<file path="src/rtl/kws_pkg.sv">
// Shared definitions for the keyword-spotting classifier pipeline:
// decision FSM encoding and debounce/drop counter widths.
package kws_pkg;

   typedef enum logic [1:0] {
      ST_IDLE   = 2'd0,
      ST_SCAN   = 2'd1,
      ST_DECIDE = 2'd2,
      ST_REPORT = 2'd3
   } kws_state_e;

   localparam int CONSEC_W  = 4;
   localparam int RUN_CNT_W = 4;
   localparam int HOLDOFF_W = 8;
   localparam int DROP_W    = 8;

   localparam logic [RUN_CNT_W-1:0] RUN_CNT_ONE = 4'd1;
   localparam logic [RUN_CNT_W-1:0] RUN_CNT_MAX = 4'd15;
   localparam logic [DROP_W-1:0]    DROP_MAX    = 8'd255;

endpackage

</file>
<file path="src/rtl/kws_debounce.sv">
// Keyword debounce: candidate qualification, consecutive-run counting and
// post-detection holdoff. State advances only on decide_en cycles.
module kws_debounce
   import kws_pkg::*;
#(
   parameter int NUM_CLASSES = 8,
   parameter int ACTIV_BITS  = 16,
   parameter int BG_CLASS    = 0
) (
   input  logic                           clk,
   input  logic                           rst_n,
   input  logic                           decide_en,
   input  logic [$clog2(NUM_CLASSES)-1:0] best_idx,
   input  logic [ACTIV_BITS-1:0]          best_score,
   input  logic [ACTIV_BITS-1:0]          threshold,
   input  logic [CONSEC_W-1:0]            consec_required,
   input  logic [HOLDOFF_W-1:0]           holdoff_frames,
   output logic                           detect
);

   localparam int IDX_W = $clog2(NUM_CLASSES);
   localparam logic [IDX_W-1:0] BG_IDX = IDX_W'(BG_CLASS);

   logic [RUN_CNT_W-1:0] run_cnt_q, run_cnt_d;
   logic [HOLDOFF_W-1:0] holdoff_q, holdoff_d;
   logic [IDX_W-1:0]     prev_class_q, prev_class_d;
   logic                 candidate_s;
   logic [RUN_CNT_W-1:0] run_next_s;
   logic [RUN_CNT_W-1:0] need_s;

   // Next debounce state and the detection decision for the current frame
   always_comb begin
      run_cnt_d    = run_cnt_q;
      holdoff_d    = holdoff_q;
      prev_class_d = prev_class_q;
      detect       = 1'b0;
      run_next_s   = '0;
      candidate_s  = ($signed(best_score) >= $signed(threshold)) && (best_idx != BG_IDX);
      need_s       = (consec_required == '0) ? RUN_CNT_ONE : RUN_CNT_W'(consec_required);
      if (decide_en) begin
         if (holdoff_q != '0) begin
            holdoff_d = holdoff_q - 8'd1;
            run_cnt_d = '0;
         end else begin
            if (candidate_s && (best_idx == prev_class_q) && (run_cnt_q != '0)) begin
               run_next_s = (run_cnt_q == RUN_CNT_MAX) ? RUN_CNT_MAX : run_cnt_q + 4'd1;
            end else begin
               run_next_s = candidate_s ? RUN_CNT_ONE : '0;
            end
            prev_class_d = best_idx;
            if (run_next_s >= need_s) begin
               detect    = 1'b1;
               run_cnt_d = '0;
               holdoff_d = holdoff_frames;
            end else begin
               run_cnt_d = run_next_s;
            end
         end
      end else begin
         detect = 1'b0;
      end
   end

   // Debounce state registers
   always_ff @(posedge clk or negedge rst_n) begin
      if (!rst_n) begin
         run_cnt_q    <= '0;
         holdoff_q    <= '0;
         prev_class_q <= BG_IDX;
      end else begin
         run_cnt_q    <= run_cnt_d;
         holdoff_q    <= holdoff_d;
         prev_class_q <= prev_class_d;
      end
   end

endmodule

</file>
<file path="src/rtl/kws_decision.sv">
// Keyword-spotting decision stage: serial argmax over one frame of class
// scores, debounced keyword detection and dropped-frame accounting.
module kws_decision
   import kws_pkg::*;
#(
   parameter int NUM_CLASSES = 8,
   parameter int ACTIV_BITS  = 16,
   parameter int BG_CLASS    = 0
) (
   input  logic                              clk,
   input  logic                              rst_n,
   input  logic [NUM_CLASSES*ACTIV_BITS-1:0] data_in,
   input  logic                              data_valid,
   output logic                              in_ready,
   input  logic [ACTIV_BITS-1:0]             threshold,
   input  logic [CONSEC_W-1:0]               consec_required,
   input  logic [HOLDOFF_W-1:0]              holdoff_frames,
   output logic [$clog2(NUM_CLASSES)-1:0]    class_idx,
   output logic [ACTIV_BITS-1:0]             class_score,
   output logic                              result_valid,
   output logic                              keyword_detected,
   output logic [DROP_W-1:0]                 drop_count
);

   localparam int IDX_W = $clog2(NUM_CLASSES);
   localparam logic [IDX_W-1:0] LAST_ELEM = IDX_W'(NUM_CLASSES - 1);

   kws_state_e                        state_q, state_d;
   logic [NUM_CLASSES*ACTIV_BITS-1:0] frame_q, frame_d;
   logic signed [ACTIV_BITS-1:0]      best_q, best_d;
   logic [IDX_W-1:0]                  best_idx_q, best_idx_d;
   logic [IDX_W-1:0]                  elem_cnt_q, elem_cnt_d;
   logic                              in_ready_q, in_ready_d;
   logic [IDX_W-1:0]                  class_idx_q, class_idx_d;
   logic [ACTIV_BITS-1:0]             class_score_q, class_score_d;
   logic                              result_valid_q, result_valid_d;
   logic                              keyword_q, keyword_d;
   logic [DROP_W-1:0]                 drop_q, drop_d;
   logic signed [ACTIV_BITS-1:0]      elem_s;
   logic                              accept_s;
   logic                              detect_s;

   assign elem_s   = frame_q[int'(elem_cnt_q)*ACTIV_BITS +: ACTIV_BITS];
   assign accept_s = data_valid && in_ready_q;

   kws_debounce #(
      .NUM_CLASSES (NUM_CLASSES),
      .ACTIV_BITS  (ACTIV_BITS),
      .BG_CLASS    (BG_CLASS)
   ) u_debounce (
      .clk             (clk),
      .rst_n           (rst_n),
      .decide_en       (state_q == ST_DECIDE),
      .best_idx        (best_idx_q),
      .best_score      (best_q),
      .threshold       (threshold),
      .consec_required (consec_required),
      .holdoff_frames  (holdoff_frames),
      .detect          (detect_s)
   );

   // FSM next state, argmax datapath and registered output values.
   // REPORT can take the next frame directly so a busy stream sees
   // one frame every NUM_CLASSES+1 cycles.
   always_comb begin
      state_d        = state_q;
      frame_d        = frame_q;
      best_d         = best_q;
      best_idx_d     = best_idx_q;
      elem_cnt_d     = elem_cnt_q;
      class_idx_d    = class_idx_q;
      class_score_d  = class_score_q;
      result_valid_d = 1'b0;
      keyword_d      = 1'b0;
      case (state_q)
         ST_IDLE, ST_REPORT: begin
            if (accept_s) begin
               frame_d    = data_in;
               best_d     = data_in[ACTIV_BITS-1:0];
               best_idx_d = '0;
               elem_cnt_d = IDX_W'(1);
               state_d    = ST_SCAN;
            end else begin
               state_d = ST_IDLE;
            end
         end
         ST_SCAN: begin
            // Strictly greater: ties keep the lowest class index
            if (elem_s > best_q) begin
               best_d     = elem_s;
               best_idx_d = elem_cnt_q;
            end else begin
               best_d = best_q;
            end
            if (elem_cnt_q == LAST_ELEM) begin
               state_d = ST_DECIDE;
            end else begin
               elem_cnt_d = elem_cnt_q + IDX_W'(1);
            end
         end
         ST_DECIDE: begin
            state_d        = ST_REPORT;
            result_valid_d = 1'b1;
            keyword_d      = detect_s;
            class_idx_d    = best_idx_q;
            class_score_d  = best_q;
         end
         default: begin
            state_d = ST_IDLE;
         end
      endcase
      in_ready_d = (state_d == ST_IDLE) || (state_d == ST_REPORT);
      if (data_valid && !in_ready_q && (drop_q != DROP_MAX)) begin
         drop_d = drop_q + 8'd1;
      end else begin
         drop_d = drop_q;
      end
   end

   // State and output registers; reset discards any in-flight frame
   always_ff @(posedge clk or negedge rst_n) begin
      if (!rst_n) begin
         state_q        <= ST_IDLE;
         frame_q        <= '0;
         best_q         <= '0;
         best_idx_q     <= '0;
         elem_cnt_q     <= '0;
         in_ready_q     <= 1'b1;
         class_idx_q    <= '0;
         class_score_q  <= '0;
         result_valid_q <= 1'b0;
         keyword_q      <= 1'b0;
         drop_q         <= '0;
      end else begin
         state_q        <= state_d;
         frame_q        <= frame_d;
         best_q         <= best_d;
         best_idx_q     <= best_idx_d;
         elem_cnt_q     <= elem_cnt_d;
         in_ready_q     <= in_ready_d;
         class_idx_q    <= class_idx_d;
         class_score_q  <= class_score_d;
         result_valid_q <= result_valid_d;
         keyword_q      <= keyword_d;
         drop_q         <= drop_d;
      end
   end

   assign in_ready         = in_ready_q;
   assign class_idx        = class_idx_q;
   assign class_score      = class_score_q;
   assign result_valid     = result_valid_q;
   assign keyword_detected = keyword_q;
   assign drop_count       = drop_q;

endmodule

</file>
<file path="config.mk">
export PLATFORM = sky130hd
export DESIGN_NAME = kws_decision
export DESIGN_NICKNAME = d
export VERILOG_FILES = /design/src/rtl/kws_pkg.sv /design/src/rtl/kws_debounce.sv /design/src/rtl/kws_decision.sv
export SDC_FILE = /design/constraint.sdc
export NUM_CORES = 1
export LEC_CHECK = 0
export CAP_MARGIN = 20
export CORE_UTILIZATION = 50
export CTS_CLUSTER_SIZE = 24
export DETAILED_ROUTE_END_ITERATION = 8
export DONT_BUFFER_PORTS = 1
export PLACE_DENSITY = 0.67
export SLEW_MARGIN = 0
export SYNTH_ARGS = -nofsm -noshare
export SYNTH_HDL_FRONTEND = slang
export SYNTH_SLANG_ARGS = --single-unit
</file>
<file path="constraint.sdc">
create_clock -name clk -period 3.3 [get_ports clk]
set_input_delay 0.165 -clock clk [delete_from_list [all_inputs] [get_ports clk]]
set_output_delay 0.165 -clock clk [all_outputs]
set_load 0.005 [all_outputs]
</file>
==> results.py <==
metrics = {
    "outcome": {
        "outcome": "complete, but fails checks",
        "failed_checks": "negative hold slack, negative setup slack",
    },
    "clock_network": {
        "clock_latency_ns": 0.44,
        "cts_max_level": 4,
        "cts_hold_buf": 137,
        "cts_tree": "built",
        "cts.sinks": 197,
        "cts-root-buf": "clkbuf_16",
        "clkSlewWorstSetupHoldPaths_ns": 0.07,
        "clockBufferDepth": 2,
        "cts_made_buffers": 17,
    },
    "floorplan": {
        "die_w_um": 145,
        "ios": 189,
        "core_region_area_um2": 20200,
        "die_y_um": 145,
        "die_area_um2": 21200,
        "start_util": 0.509,
        "rows": 52,
    },
    "sta": {
        "hold_viol": 197,
        "fin_ws_ns": -0.0287,
        "fmax_ghz": 0.300,
        "whs_ns": -0.582,
        "slew_violations": 0,
        "slew_headroom": 0.613,
        "fin_crit_sh": 1.01,
        "setup_viol": 3,
        "post-route-min-period_ns": 3.33,
        "finClkSkew_ns": 0.0171,
        "rsz0062_at_grt": "true",
        "tightest_slew_ns": 0.581,
    },
    "synthesis": {
        "synth_warnings": 0,
        "synth_nets": 1042,
        "synth.cell_area_um2": 10300,
        "ys_async_sr_fraction": 1.00,
        "synth_top_family_by_area": "multiplexers",
        "yosys_most_used_dff": "dfrtp_1",
        "synth_simple_gate_area_frac": 0.0971,
        "synth_xor_area_frac": 0.00766,
        "synth_edf_count": 0,
        "ys_top_cells_by_area": "dfrtp_1 (48%), mux2_2 (18%), mux4_2 (7.0%)",
        "yosys.area_share.adder": 0.0547,
        "synth-seq-cells": 197,
        "avgSynthCellArea_um2": 12.3,
        "netlist.area_leader.share": 0.476,
        "synth_compound_area_frac": 0.0693,
        "muxShareOfSynthArea": 0.254,
        "yosys.area.top_type": "dfrtp_1",
        "synth_cells": 838,
        "ys_types": 56,
        "yosysSeqAreaShare": 0.479,
    },
    "placed_design": {
        "hpwl_um": 17500,
        "gp_congestion": 0.896,
        "dpl-instance-area_um2": 10700,
        "io_buffers": 0,
    },
    "setup_path": {
        "r2r-start": "elem_cnt_q[0]",
        "crit_path_start": "elem_cnt_q[0]",
        "crit_arrival_ns": 3.64,
        "crit_type": "flip-flop to flip-flop",
        "required_ns": 3.62,
        "cp-start-kind": "flip-flop",
        "end_kind": "flip-flop",
        "critPathMaxFanout": 8,
    },
    "drt": {
        "avgRoutedWirePerCell_um": 20.4,
        "routed_wl_um": 26300,
        "drtPass1Iterations": 5,
        "vias": 7386,
        "postRouteAntennaNets": 0,
        "vias_per_cell": 5.73,
        "drc": 0,
        "dr.first_iter.drc_count": 421,
    },
    "global_route": {
        "antenna_found_initial": 2,
        "grt-ovfl-total": 0,
        "grtUsageTotal": 0.257,
        "grt_pass1_wl_um": 42500,
        "grt_max_degree": 198,
        "grt_pass1_vias": 7800,
    },
    "pwr": {
        "p_leak_nw": 5.83,
        "p_per_area_nw_per_um2": 989,
        "ir_drop_uv": 596,
    },
    "job": {
        "drv_cap": 0,
    },
    "final_layout": {
        "design_area_um2": 13300,
        "drive_above_1_share": 0.323,
        "area_growth_syn_to_layout_pct": 28.8,
        "nNetsFinal": 1208,
        "fin_util": 0.655,
    },
    "min_path": {
        "hold_class": "primary input to async pin",
    },
}
-- state kept, by name (all words and copies together), names as in the netlist, 2 cells and up --
register / flops
elem_cnt_q: 3
class_score: 16
drop_count: 8
u_debounce.holdoff_q: 8
u_debounce.run_cnt_q: 4
class_idx: 3
best_q: 16
best_idx_q: 3
u_debounce.prev_class_q: 3
frame_q: 128
state_q: 2
-- layout by cell type, fill, tap and decap left out, drive strengths merged, types with 23 or more instances in the layout --
| cell type | count |
|---|---|
| dlygate4sd3 | 137 |
| mux2 | 166 |
| inv | 55 |
| nand2 | 57 |
| mux4 | 32 |
| nand3 | 26 |
| buf | 57 |
| a21o | 23 |
| a21oi | 50 |
| ha | 45 |
| dfrtp | 196 |
-- synthesized netlist by cell type, types with 7 or more instances --
| cell | count |
|---|---|
| nor2b_1 | 7 |
| and3_1 | 8 |
| nand3_1 | 26 |
| nor2_1 | 17 |
| nand4b_1 | 15 |
| ha_1 | 45 |
| a21o_1 | 23 |
| o21ai_0 | 14 |
| clkbuf_1 | 34 |
| inv_1 | 46 |
| a21oi_1 | 50 |
| mux2_2 | 166 |
| nand2_1 | 57 |
| dfrtp_1 | 196 |
| nor3b_1 | 17 |
| mux4_2 | 32 |
-- through the flow --
step           std cells  total power, mW  setup TNS [ns]  setup slack, ns
6_report            1288             13.1         -0.0653          -0.0287
5_1_grt             1288             13.9          -0.305           -0.102
4_1_cts             1284             12.8        -0.00680         -0.00680
3_5_place_dp        1098             9.70           -1.15          -0.0901
3_3_place_gp        1098             9.42               0          0.00978
2_1_floorplan        838             8.30               0           0.0700
-- worst max-delay path, cell delays in order, from the launching register on --
cell	delay, ns
dfrtp_2	0.47
buf_12	0.17
buf_12	0.12
buf_16	0.12
buf_6	0.11
mux4_2	0.44
mux2i_4	0.24
ha_2	0.21
nor2b_1	0.04
o211ai_1	0.21
a21boi_2	0.08
o32a_1	0.38
buf_6	0.15
and2_4	0.16
a221o_1	0.29
-- area by class of cell --
type | instances | area [um^2]
antenna | 1 | 2.50
clock buffer | 17 | 425
clock inverter | 15 | 160
fill | 1463 | 6980
inverter | 46 | 173
multi-input combinational | 548 | 5270
sequential | 197 | 4930
tap | 270 | 338
timing repair buffer | 194 | 1950
-- metal layers --
metal | global-route usage | vias to the layer above | wire length [um] | share of wire
li1 | - | 3371 | - | -
met1 | 0.336 | 3726 | 11400 | 0.43
met2 | 0.413 | 244 | 12800 | 0.49
met3 | 0.0721 | 41 | 1510 | 0.058
met4 | 0.0895 | 4 | 510 | 0.019
met5 | 0 | - | 27 | 0.0010
-- worst paths after layout --
path                                      endpoint  slack, ns  cells past startpoint
max                                  best_idx_q[1]      -0.03                     14
min                        u_debounce.holdoff_q[4]      -0.58                      0
max reg2reg                          best_idx_q[1]      -0.03                     14
min reg2reg                            frame_q[41]       0.51                      1
max in group asynchronous                 in_ready       3.58                      0
min in group clk           u_debounce.holdoff_q[0]       0.03                      4
-- cell families after synthesis --
family	Yosys count
mux	200
flops	197
simple gates	180
compound gates	114
buf+inv	93
fa+ha+maj	45
xor+xnor	9
-- power breakdown --
part | switching [mW] | total, mW | internal (mW)
registers | 0.733 | 4.25 | 3.52
clock network | 1.02 | 2.09 | 1.08
logic | 3.08 | 6.77 | 3.69
-- what timing repair did --
item,4_1_cts,5_1_grt
pin swaps,6,5
setup endpoints to repair,19,27
endpoints found under the hold margin,334,197
gates cloned,2,0
buffers inserted,15,3
resized for setup,38,17
Power figures use the tool's default switching activity.
